**src/rtl/button_debounce.sv**
```systemverilog
// Debounced push-button: synchroniser, press/release debounce FSM and auto-repeat.
module button_debounce #(
  parameter int unsigned DEBOUNCE_CYCLES = 1000000,
  parameter int unsigned REPEAT_DELAY    = 50000000,
  parameter int unsigned REPEAT_PERIOD   = 10000000,
  parameter bit          REPEAT_EN       = 1'b1,
  parameter bit          ACTIVE_LOW      = 1'b0
) (
  input  logic clk,
  input  logic rst_n,
  input  logic btn_raw,
  output logic pressed,
  output logic press_p,
  output logic release_p,
  output logic repeat_p
);

  localparam int unsigned DbW = 24;
  localparam int unsigned RepW = 28;
  localparam logic [DbW-1:0]  DbTarget  = DbW'(DEBOUNCE_CYCLES);
  localparam logic [RepW-1:0] RepDelay  = RepW'(REPEAT_DELAY);
  localparam logic [RepW-1:0] RepPeriod = RepW'(REPEAT_PERIOD);
  localparam logic            IdleLevel = ACTIVE_LOW;

  typedef enum logic [1:0] {
    IDLE       = 2'd0,
    PRESS_WAIT = 2'd1,
    HELD       = 2'd2,
    REL_WAIT   = 2'd3
  } state_e;

  logic            meta_q;
  logic            sync_raw_q;
  logic            sync_q;
  state_e          state_q;
  logic [DbW-1:0]  db_cnt_q;
  logic [DbW-1:0]  db_cnt_d;
  logic [RepW-1:0] rep_cnt_q;
  logic [RepW-1:0] rep_cnt_d;
  logic [RepW-1:0] rep_target;
  logic            rep_after_first_q;
  logic            db_hit;
  logic            rep_hit;
  logic            pressed_q;
  logic            press_p_q;
  logic            release_p_q;
  logic            repeat_p_q;

  // Two-flop synchroniser on the raw pin, then a normalised sample (1 = pressed).
  always_ff @(posedge clk or negedge rst_n) begin
    if (!rst_n) begin
      meta_q     <= IdleLevel;
      sync_raw_q <= IdleLevel;
      sync_q     <= 1'b0;
    end else begin
      meta_q     <= btn_raw;
      sync_raw_q <= meta_q;
      sync_q     <= sync_raw_q ^ IdleLevel;
    end
  end

  // Counter increments and terminal-count detection; debounce count is 0 in IDLE/HELD.
  always_comb begin
    db_cnt_d   = db_cnt_q + DbW'(1);
    rep_cnt_d  = rep_cnt_q + RepW'(1);
    rep_target = rep_after_first_q ? RepPeriod : RepDelay;
    db_hit     = (db_cnt_d == DbTarget);
    rep_hit    = (rep_cnt_d == rep_target);
  end

  // Debounce FSM with repeat scheduling and registered outputs.
  always_ff @(posedge clk or negedge rst_n) begin
    if (!rst_n) begin
      state_q           <= IDLE;
      db_cnt_q          <= '0;
      rep_cnt_q         <= '0;
      rep_after_first_q <= 1'b0;
      pressed_q         <= 1'b0;
      press_p_q         <= 1'b0;
      release_p_q       <= 1'b0;
      repeat_p_q        <= 1'b0;
    end else begin
      press_p_q   <= 1'b0;
      release_p_q <= 1'b0;
      repeat_p_q  <= 1'b0;
      case (state_q)
        IDLE: begin
          rep_cnt_q         <= '0;
          rep_after_first_q <= 1'b0;
          if (sync_q) begin
            if (db_hit) begin
              state_q   <= HELD;
              db_cnt_q  <= '0;
              pressed_q <= 1'b1;
              press_p_q <= 1'b1;
            end else begin
              state_q  <= PRESS_WAIT;
              db_cnt_q <= db_cnt_d;
            end
          end
        end
        PRESS_WAIT: begin
          if (!sync_q) begin
            state_q  <= IDLE;
            db_cnt_q <= '0;
          end else if (db_hit) begin
            state_q           <= HELD;
            db_cnt_q          <= '0;
            rep_cnt_q         <= '0;
            rep_after_first_q <= 1'b0;
            pressed_q         <= 1'b1;
            press_p_q         <= 1'b1;
          end else begin
            db_cnt_q <= db_cnt_d;
          end
        end
        HELD: begin
          if (!sync_q) begin
            if (db_hit) begin
              state_q           <= IDLE;
              db_cnt_q          <= '0;
              rep_cnt_q         <= '0;
              rep_after_first_q <= 1'b0;
              pressed_q         <= 1'b0;
              release_p_q       <= 1'b1;
            end else begin
              state_q  <= REL_WAIT;
              db_cnt_q <= db_cnt_d;
            end
          end else if (rep_hit) begin
            // Reload instead of letting the count run on, so it can never wrap.
            rep_cnt_q         <= '0;
            rep_after_first_q <= 1'b1;
            repeat_p_q        <= REPEAT_EN;
          end else begin
            rep_cnt_q <= rep_cnt_d;
          end
        end
        REL_WAIT: begin
          if (sync_q) begin
            state_q  <= HELD;
            db_cnt_q <= '0;
          end else if (db_hit) begin
            state_q           <= IDLE;
            db_cnt_q          <= '0;
            rep_cnt_q         <= '0;
            rep_after_first_q <= 1'b0;
            pressed_q         <= 1'b0;
            release_p_q       <= 1'b1;
          end else begin
            db_cnt_q <= db_cnt_d;
          end
        end
        default: begin
          state_q  <= IDLE;
          db_cnt_q <= '0;
        end
      endcase
    end
  end

  assign pressed   = pressed_q;
  assign press_p   = press_p_q;
  assign release_p = release_p_q;
  assign repeat_p  = repeat_p_q;

endmodule

```
**config.mk**
```make
export PLATFORM = sky130hd
export DESIGN_NAME = button_debounce
export DESIGN_NICKNAME = d
export VERILOG_FILES = /design/src/rtl/button_debounce.sv
export SDC_FILE = /design/constraint.sdc
export NUM_CORES = 1
export LEC_CHECK = 0
export BUFFER_PORTS_ARGS = -buffer_cell sky130_fd_sc_hd__buf_2
export CAP_MARGIN = 10
export CORE_MARGIN = 5
export CORE_UTILIZATION = 40
export DETAILED_ROUTE_END_ITERATION = 16
export GPL_TIMING_DRIVEN = 1
export PLACE_DENSITY = 0.55
export SLEW_MARGIN = 10
export SYNTH_ARGS = -nofsm -noshare
export SYNTH_HDL_FRONTEND = slang
export SYNTH_SLANG_ARGS = --single-unit
```
**constraint.sdc**
```tcl
create_clock -name clk -period 3.85 [get_ports clk]
set_input_delay 0.1925 -clock clk [delete_from_list [all_inputs] [get_ports clk]]
set_output_delay 0.1925 -clock clk [all_outputs]
set_load 0.005 [all_outputs]
```
==> summary.md, run 1 <==
| Metric | Value |
|---|---|
| First-pass iteration count of the detailed router | `5` |
| N_diodes | `0` |
| #FFs+latches synth | `62` |
| Final Total Pwr | `0.00139 W` |
| Ports | `7` |
| Synth warnings | `0` |
| Req. time, crit path | `4.06 ns` |
| Post-Syn Area | `0.00417 sq mm` |
| Max FFs per register | `28` |
| Failing checks | `hold timing` |
| Post-synth top area share | `37.2%` |
| Port bufs | `6` |
| Minimum period implied by the final worst setup slack | `3.38 ns` |
| Num rows | `37` |
| WP data arrival | `3.59 ns` |
| Final ANT Viol Nets | `0` |
| EDFF count, synth | `0` |
| Worst Max-Slew Pin Slew | `0.935 ns` |
| Pwr/cell area | `311 mW/mm^2` |
| Initial antenna violation count | `0` |
| Final Hold Fails | `39` |
| WS Path Type | `reg -> reg` |
| Pin count of the biggest net entering global routing | `44` |
| Setup Skew | `0.0124 ns` |
| Syn Inst Count | `493` |
| Dpl cell area | `0.00424 sq mm` |
| Worst r2r dst | `rep_cnt_q[26]$_DFFE_PN0P_` |
| CTS tree | `yes` |
| Startpoint types | `flip-flop` |
| Maximum fanout along the worst path | `11` |
| Fmax | `296 MHz` |
| Total die area | `0.0126 sq mm` |
| Final period util | `87.7%` |
| Chip height | `112 um` |
| Total CTS buffers | `9` |
| First-pass GRT wire length | `17300 um` |
| Yosys top cell by area | `dfrtp_1` |
| Nets@finish | `485` |
| Most frequent cells in the layout | `dfrtp_1, nand2_1, nand3_1` |
| Total grt overflow | `0` |
| DR WL/cell | `16.2 um` |
| Relative slew slack | `37.7%` |
| Vias in the first global route | `3373` |
| Clock latency on the worst-skew pair | `0.35 ns` |
| Final Wtd Congestion | `0.871` |
| Post-route setup slack | `0.473 ns` |
| Postcts setup bufs | `0` |
| Top FF cell, synth | `dfrtp_1` |
| Root Buffer | `clkbuf_8` |
| Die Wd | `112 um` |
| Routed wire length | `10100 um` |
| Setup WS pre-CTS | `0.526 ns` |
| Sequential cell area fraction in the yosys report | `37.2%` |
| Clk slew on worst S/H paths | `0.07 ns` |
| Synth top area cells | `dfrtp_1, a31oi_1, nand3_1` |
| Maximum vdd ir drop | `248 uV` |
| Reg-to-reg startpoint | `rep_cnt_q[0]$_DFFE_PN0P_` |
| Max-cap viol count | `0` |
| Reg2reg setup slack | `0.47 ns` |
| Initial Utilization | `40.8%` |
| Design area | `0.00447 sq mm` |
| Routed via count | `3660` |
| P&R area growth vs syn | `7.02%` |
| Worst Reg-to-Reg Cells | `9` |
| Drt via density | `5.90` |
| Unrepaired setup endpoints after global routing | `false` |
| CP endpoint kind | `flip-flop` |
| Final Slew Violations | `0` |
| Core area | `0.0102 sq mm` |
| Synth unique cells | `66` |
| Top reg by flops | `rep_cnt_q` |
| Hold_ws | `-0.0156 ns` |
| Max clock buf depth | `2` |
| Layout cells sized above 1 | `9.71%` |
| Setup_tns | `0 ns` |
| Final Setup Violations | `0` |
| DP Wirelength | `6890 um` |
| Leakage | `1.71 nW` |
| Commonest non-fill, non-tap cell in the layout | `dfrtp_1` |
| Biggest regs | `rep_cnt_q x28, db_cnt_q x24, state_q x2` |
| Mean area per synthesized cell | `8.46 sq um` |
| Remaining DRCs | `0` |
| Fillers | `1000` |
| HP Class | `in -> async` |
| Clock sinks | `62` |
| All-Layer GR Usage | `16.5%` |
| Net Count, Synth | `498` |
| Synth async-reset ratio | `100%` |
| Status | `complete, but fails checks` |
| H-tree Lvls | `3` |
| First DRT Iteration DRCs | `193` |
## critical path, cell delays in order (launching register included)
cell and delay (ns):
dfrtp_1 0.52, ha_1 0.31, nand3_1 0.30, or4_4 0.52, a211oi_2 0.28, nand3_1 0.12
nor4_2 0.26, o2111ai_2 0.26, nand2_1 0.49, o21ai_0 0.17
## what timing repair did
action,CTS,global route
endpoints found under the setup margin,0,0
gates resized for setup,0,0
endpoints found under the hold margin,1,0
hold buffers,1,0
## cell type report
cell class	instances	area [sq um]	share of cell area (%)
Multi-Input combinational cell	380	2390	53.5
Clock inverter	5	85.1	1.91
Sequential cell	62	1550	34.7
Tap cell	136	170	3.81
Inverter	13	48.8	1.09
Clock buffer	10	128	2.86
Timing Repair Buffer	14	92.6	2.07
## synthesized netlist by cell type, drive strengths merged (13+ instances only)
cell type,count
nor2,25
nand4,23
nand2,49
o21ai,24
a31oi,32
inv,13
nand3,37
a21oi,29
and3,16
clkbuf,18
buf,20
dfrtp,62
## report_power, final
part / internal [W] / switching (W)
logic: 0.0000237 / 0.0000466
registers: 0.000662 / 0.0000162
clock network: 0.000363 / 0.000276
## worst max path at each step
stage	depth (start not counted)	slack (ns)	startpoint	end
final	9	0.47	rep_cnt_q[0]$_DFFE_PN0P_	rep_cnt_q[26]$_DFFE_PN0P_
after global routing	9	0.18	rep_cnt_q[0]$_DFFE_PN0P_	rep_cnt_q[26]$_DFFE_PN0P_
after CTS	9	0.51	rep_cnt_q[0]$_DFFE_PN0P_	rep_cnt_q[26]$_DFFE_PN0P_
after detailed placement	9	0.53	rep_cnt_q[0]$_DFFE_PN0P_	rep_cnt_q[26]$_DFFE_PN0P_
after global placement	9	0.59	rep_cnt_q[0]$_DFFE_PN0P_	rep_cnt_q[26]$_DFFE_PN0P_
after floorplan	10	1.07	rep_cnt_q[1]$_DFFE_PN0P_	rep_cnt_q[13]$_DFFE_PN0P_
## stage by stage
| stage | utilization [%] | cells |
|---|---|---|
| after floorplan | - | 493 |
| after global placement | 41.5 | 604 |
| after detailed placement | 41.5 | 604 |
| after CTS | 43.6 | 620 |
| after global routing | 43.6 | 620 |
| final | 43.6 | 620 |
## layer usage
layer	routed length (um)	up-vias	GRT usage, %
li1	-	1826	-
met1	4700	1764	21.9
met2	4940	62	27.8
met3	326	8	2.91
met4	86	0	4.33
met5	0	-	0
## kinds of logic after synthesis
group | Yosys count | share of synthesized area (%)
compound gates | 135 | 21.3
xor+xnor | 15 | 3.15
fa+ha+maj | 2 | 0.600
buf+inv | 51 | 5.61
flops | 62 | 37.2
mux | 11 | 2.70
simple gates | 217 | 29.5
Note: power is estimated with default switching activity, not from simulation.
==> run 2: changes to the inputs <==
--- a/config.mk
+++ b/config.mk
@@ -9,6 +9,7 @@
 export CAP_MARGIN = 10
 export CORE_MARGIN = 5
 export CORE_UTILIZATION = 40
+export CTS_BUF_LIST = sky130_fd_sc_hd__clkbuf_16
 export DETAILED_ROUTE_END_ITERATION = 16
 export GPL_TIMING_DRIVEN = 1
 export PLACE_DENSITY = 0.55
==> run 2 against run 1 <==
Compared with the run above: the run now ends clean; largest cell class unchanged; global-route usage rose by 0.068 points; clock skew down 0.0032 ns; critical path depth unchanged.
==> summary.md, run 2 (synthesized netlist as in run 1, its figures left out) <==
| Metric | Value |
|---|---|
| Layout cells sized above 1 | `9.71%` |
| First DRT Iteration DRCs | `197` |
| Fmax | `293 MHz` |
| WS Path Type | `reg -> reg` |
| Max FFs per register | `28` |
| Post-Route Utilization | `44.6%` |
| CP Buf/Inv Count | `0` |
| Setup Skew | `0.00926 ns` |
| P&R area growth vs syn | `9.45%` |
| Setup WS pre-CTS | `0.526 ns` |
| WP data arrival | `3.60 ns` |
| Remaining DRCs | `0` |
| CP endpoint kind | `flip-flop` |
| Chip height | `112 um` |
| Ports | `7` |
| Minimum period implied by the final worst setup slack | `3.41 ns` |
| Grt peak-use layer | `met2` |
| CP delay by family, top | `simple AND/OR/NAND/NOR gates` |
| Unrepaired setup endpoints after global routing | `false` |
| Clock sinks | `62` |
| First-pass iteration count of the detailed router | `6` |
| Initial Utilization | `40.8%` |
| Maximum fanout along the worst path | `11` |
| Status | `completed` |
| N_diodes | `0` |
| Final Wtd Congestion | `0.871` |
| CP most frequent cell | `nand3_1` |
| Max incr delay on CP | `0.52 ns` |
| Num rows | `37` |
| Worst Reg-to-Reg Cells | `9` |
| Total CTS buffers | `9` |
| Reg-to-reg startpoint | `rep_cnt_q[0]$_DFFE_PN0P_` |
| CTS resizes | `0` |
| Leakage | `1.76 nW` |
| Max-cap viol count | `0` |
| Clock latency on the worst-skew pair | `0.33 ns` |
| HP Class | `in -> async` |
| Core area | `0.0102 sq mm` |
| Drt via density | `5.89` |
| GR Util met2 | `27.9%` |
| Pwr/cell area | `353 mW/mm^2` |
| Final Slew Violations | `0` |
| All-Layer GR Usage | `16.5%` |
| Final period util | `88.7%` |
| Routed wire length | `10100 um` |
| Final Setup Violations | `0` |
| Grt met1 use | `22.0%` |
| Clk slew on worst S/H paths | `0.06 ns` |
| Finished Layout Cells | `620` |
| Total die area | `0.0126 sq mm` |
| Reg2reg setup slack | `0.44 ns` |
| Dpl cells | `604` |
| Top reg by flops | `rep_cnt_q` |
| CP cell instances | `ha_1 > nand3_1 > or4_4 > a211oi_2 > nand3_1 > nor4_2 > o2111ai_2 > nand2_1 > o21ai_0` |
| Startpoint types | `flip-flop` |
| Commonest non-fill, non-tap cell in the layout | `dfrtp_1` |
| Biggest regs | `rep_cnt_q x28, db_cnt_q x24, state_q x2` |
| Final ANT Viol Nets | `0` |
| Worst setup endpoint | `rep_cnt_q[26]$_DFFE_PN0P_` |
| Final Hold Fails | `0` |
| Pin count of the biggest net entering global routing | `44` |
| DR WL/cell | `16.4 um` |
| Final Total Pwr | `0.00161 W` |
| Crit. Startpoint | `rep_cnt_q[0]$_DFFE_PN0P_` |
| Postcts setup bufs | `0` |
| Max clock buf depth | `2` |
| Total grt overflow | `0` |
| H-tree Lvls | `3` |
| Root Buffer | `clkbuf_16` |
| Req. time, crit path | `4.04 ns` |
| Setup_tns | `0 ns` |
| Relative slew slack | `36.4%` |
| Worst r2r dst | `rep_cnt_q[26]$_DFFE_PN0P_` |
| Nets@finish | `485` |
| Post-route setup slack | `0.437 ns` |
| Slowest-stage cell, CP | `or4_4` |
| Maximum vdd ir drop | `248 uV` |
| Routed via count | `3652` |
| First-pass GRT wire length | `17400 um` |
| Worst Max-Slew Pin Slew | `0.954 ns` |
| CTS tree | `yes` |
| Initial antenna violation count | `0` |
| Cell count along the critical path | `9` |
| Vias in the first global route | `3395` |
| Met3 Use GR | `2.91%` |
| Die Wd | `112 um` |
| DP Wirelength | `6890 um` |
| Most frequent cells in the layout | `dfrtp_1, nand2_1, nand3_1` |
| Port bufs | `6` |
-- run 2: cell types whose count changed in the layout (fill, tap and decap cells not counted) --
| cell | change |
|---|---|
| clkbuf_16 | +9 |
| clkbuf_8 | -9 |
| clkbuf_1 | -1 |
| inv_1 | +1 |
-- run 2: power breakdown --
part	total [W]	internal, W	switching (W)
Sequential	0.000680	0.000664	0.0000161
Combinational	0.0000704	0.0000237	0.0000467
Clock	0.000863	0.000563	0.000301
-- run 2: worst register-to-register path, cell delays in order, from the launching register on --
cell and delay [ns]:
dfrtp_1 0.51, ha_1 0.31, nand3_1 0.32, or4_4 0.53
a211oi_2 0.28, nand3_1 0.12, nor4_2 0.26, o2111ai_2 0.27
nand2_1 0.51, o21ai_0 0.17
-- run 2: per-layer routing --
layer  part of all wire, %  routed length (um)
met5                     0                   0
met2                    49                4990
met4                  0.88                  89
met1                    47                4730
met3                   3.3                 338
-- run 2: worst min-delay path by stage --
stage	to
floorplan	db_cnt_q[0]$_DFFE_PN0P_
global placement	meta_q$_DFF_PN0_
detailed placement	meta_q$_DFF_PN0_
CTS	rep_cnt_q[9]$_DFFE_PN0P_
global route	rep_cnt_q[10]$_DFFE_PN0P_
finish	rep_cnt_q[9]$_DFFE_PN0P_
-- run 2: through the flow --
stage / hold WS, ns / area [sq um]
finish: 0.0115 / 4570
global route: 0.0949 / 4570
CTS: 0.0367 / 4570
detailed placement: 0.305 / 4240
global placement: 0.303 / 4240
floorplan: -0.103 / 4170
-- run 2: final cells by class --
type / instances / area (sq um)
sequential: 62 / 1550
fill: 985 / 5660
multi-input combinational: 380 / 2390
clock buffer: 9 / 225
clock inverter: 6 / 88.8
inverter: 13 / 48.8
tap: 136 / 170
timing repair buffer: 14 / 92.6
-- run 2: what timing repair did --
action	4_1_cts	5_1_grt
endpoints found under the setup margin	0	0
hold endpoints to repair	1	0
hold buffers	1	0
==> run 3: changes to the inputs <==
--- a/config.mk
+++ b/config.mk
@@ -13,6 +13,7 @@
 export DETAILED_ROUTE_END_ITERATION = 16
 export GPL_TIMING_DRIVEN = 1
 export PLACE_DENSITY = 0.55
+export REMOVE_ABC_BUFFERS = 1
 export SLEW_MARGIN = 10
 export SYNTH_ARGS = -nofsm -noshare
 export SYNTH_HDL_FRONTEND = slang
==> run 3 against run 2 <==
Compared with the run above: routed wire length rose by 1.8%; clock skew fell by 0.0036 ns; critical path type unchanged; worst hold slack got worse by 0.0020 ns; non-clock buffer count rose by 1; first-iteration DRC count rose by 6.1%; highest routed layer unchanged; total power fell by 8.0%; register-to-register slack improved by 0.19 ns; via count rose by 3.6%; sequential power barely moved; sequential cell count did not move; die area did not move.
==> summary.md, run 3 (synthesized netlist as in run 1, its figures left out) <==
| Metric | Value |
|---|---|
| Total CTS buffers | `9` |
| Leakage | `1.74 nW` |
| First DRT Iteration DRCs | `209` |
| Total grt overflow | `0` |
| Worst Max-Slew Pin Slew | `0.997 ns` |
| Clock latency on the worst-skew pair | `0.33 ns` |
| N_diodes | `0` |
| Final period util | `83.7%` |
| Worst r2r dst | `rep_cnt_q[26]$_DFFE_PN0P_` |
| Biggest regs | `rep_cnt_q x28, db_cnt_q x24, state_q x2` |
| Reg-to-reg startpoint | `rep_cnt_q[0]$_DFFE_PN0P_` |
| DR WL/cell | `16.6 um` |
| Num rows | `37` |
| Clock power frac | `49.5%` |
| Ports | `7` |
| Sw Pwr | `0.000368 W` |
| Max-cap viol count | `0` |
| Nets@finish | `486` |
| Postcts setup bufs | `0` |
| Crit. Startpoint | `rep_cnt_q[0]$_DFFE_PN0P_` |
| HP Class | `in -> async` |
| Root Buffer | `clkbuf_16` |
| Hold_ws | `0.00949 ns` |
| Clk slew on worst S/H paths | `0.05 ns` |
| Die Wd | `112 um` |
| Chip height | `112 um` |
| Final Hold Fails | `0` |
| WP data arrival | `3.41 ns` |
| Clock sinks | `62` |
| Maximum vdd ir drop | `158 uV` |
| Max clock buf depth | `2` |
| Routed wire length | `10300 um` |
| First-pass iteration count of the detailed router | `5` |
| Total die area | `0.0126 sq mm` |
| Pwr/cell area | `328 mW/mm^2` |
| P_int | `0.00112 W` |
| Final Setup Violations | `0` |
| Final Slew Violations | `0` |
| H-tree Lvls | `3` |
| Remaining DRCs | `0` |
| CTS tree | `yes` |
| Setup Skew | `0.00561 ns` |
| Net Sw Frac | `24.8%` |
| Status | `completed` |
| Req. time, crit path | `4.04 ns` |
| Post-Route Utilization | `44.2%` |
| Initial Utilization | `40.8%` |
| P&R area growth vs syn | `8.49%` |
| Most frequent cells in the layout | `dfrtp_1, nand2_1, nand3_1` |
| Final ANT Viol Nets | `0` |
| Worst Reg-to-Reg Cells | `9` |
| Pin count of the biggest net entering global routing | `44` |
| Relative slew slack | `33.5%` |
| Initial antenna violation count | `0` |
| Final Wtd Congestion | `0.885` |
| Seq pwr share | `45.8%` |
| Top reg by flops | `rep_cnt_q` |
| Combinational Power Share | `4.7%` |
| First-pass GRT wire length | `17700 um` |
| Reg2reg setup slack | `0.63 ns` |
| WS Path Type | `reg -> reg` |
| Unrepaired setup endpoints after global routing | `false` |
| Core area | `0.0102 sq mm` |
| Fmax | `310 MHz` |
| Startpoint types | `flip-flop` |
| DP Wirelength | `7010 um` |
| Minimum period implied by the final worst setup slack | `3.22 ns` |
| Maximum fanout along the worst path | `11` |
| Drt via density | `6.08` |
| Routed via count | `3784` |
| Port bufs | `6` |
| Worst setup endpoint | `rep_cnt_q[26]$_DFFE_PN0P_` |
| Setup_tns | `0 ns` |
| Max FFs per register | `28` |
| CP endpoint kind | `flip-flop` |
| All-Layer GR Usage | `17.0%` |
| Commonest non-fill, non-tap cell in the layout | `dfrtp_1` |
| Vias in the first global route | `3548` |
| Layout cells sized above 1 | `9.88%` |
==> run 3: cell count changes in the layout (fill, tap and decap cells not counted) <==
cell / previous run / this run
buf_4: 7 / 8
inv_1: 14 / 13
bufinv_16: 2 / 0
clkinv_4: 2 / 1
clkinvlp_4: 1 / 2
clkinv_1: 0 / 2
clkinv_2: 0 / 2
==> run 3: critical path, stage by stage (launching register included) <==
cell and delay [ns]:
dfrtp_1 0.52, ha_1 0.31, nand3_1 0.31, or4_4 0.52
a211oi_2 0.27, nand3_1 0.12, nor4_2 0.25, o2111ai_2 0.17
nand2_1 0.45, o21ai_0 0.17
==> run 3: power groups by stage <==
| stage | Clock [W] | Combinational [W] | Sequential, W |
|---|---|---|---|
| after floorplan | 0 | 0.0000426 | 0.000687 |
| after global placement | 0 | 0.0000695 | 0.000691 |
| after detailed placement | 0 | 0.0000716 | 0.000691 |
| after CTS | 0.000751 | 0.0000726 | 0.000680 |
| after global routing | 0.000782 | 0.0000821 | 0.000683 |
| final | 0.000735 | 0.0000700 | 0.000680 |
==> run 3: worst min path at each step <==
stage | start | to | cells past startpoint
finish | rst_n | rep_cnt_q[25]$_DFFE_PN0P_ | 1
global route | rst_n | rep_cnt_q[25]$_DFFE_PN0P_ | 1
CTS | rst_n | rep_cnt_q[25]$_DFFE_PN0P_ | 1
detailed placement | btn_raw | meta_q$_DFF_PN0_ | 1
global placement | btn_raw | meta_q$_DFF_PN0_ | 1
floorplan | rst_n | db_cnt_q[0]$_DFFE_PN0P_ | 0
==> run 3: per-layer routing <==
metal,vias to the layer above,global-route usage (%),part of all wire [%]
met4,0,7.21,2.8
met5,-,0,0
li1,1845,-,-
met3,27,3.23,5.1
met2,119,27.5,49
met1,1793,22.2,44
==> run 3: cell type report <==
class	instances	area (sq um)
Clock buffer	9	225
Inverter	13	48.8
Multi-Input combinational cell	380	2390
Timing Repair Buffer	15	100
Sequential cell	62	1550
Fill cell	980	5700
Tap cell	136	170
Clock inverter	7	41.3
==> run 3: metrics by stage <==
step                      power, W  setup slack, ns  cells  instance area, sq um
after CTS                  0.00150            0.647    622                  4530
final                      0.00148            0.629    622                  4530
after floorplan           0.000730            0.746    455                  3990
after detailed placement  0.000763            0.651    605                  4250
after global placement    0.000760            0.771    605                  4250
after global routing       0.00155            0.348    622                  4530
==> run 3: repair_timing <==
action | CTS | global route
gates resized for setup | 0 | 0
endpoints found under the hold margin | 1 | 0
hold buffers | 1 | 0
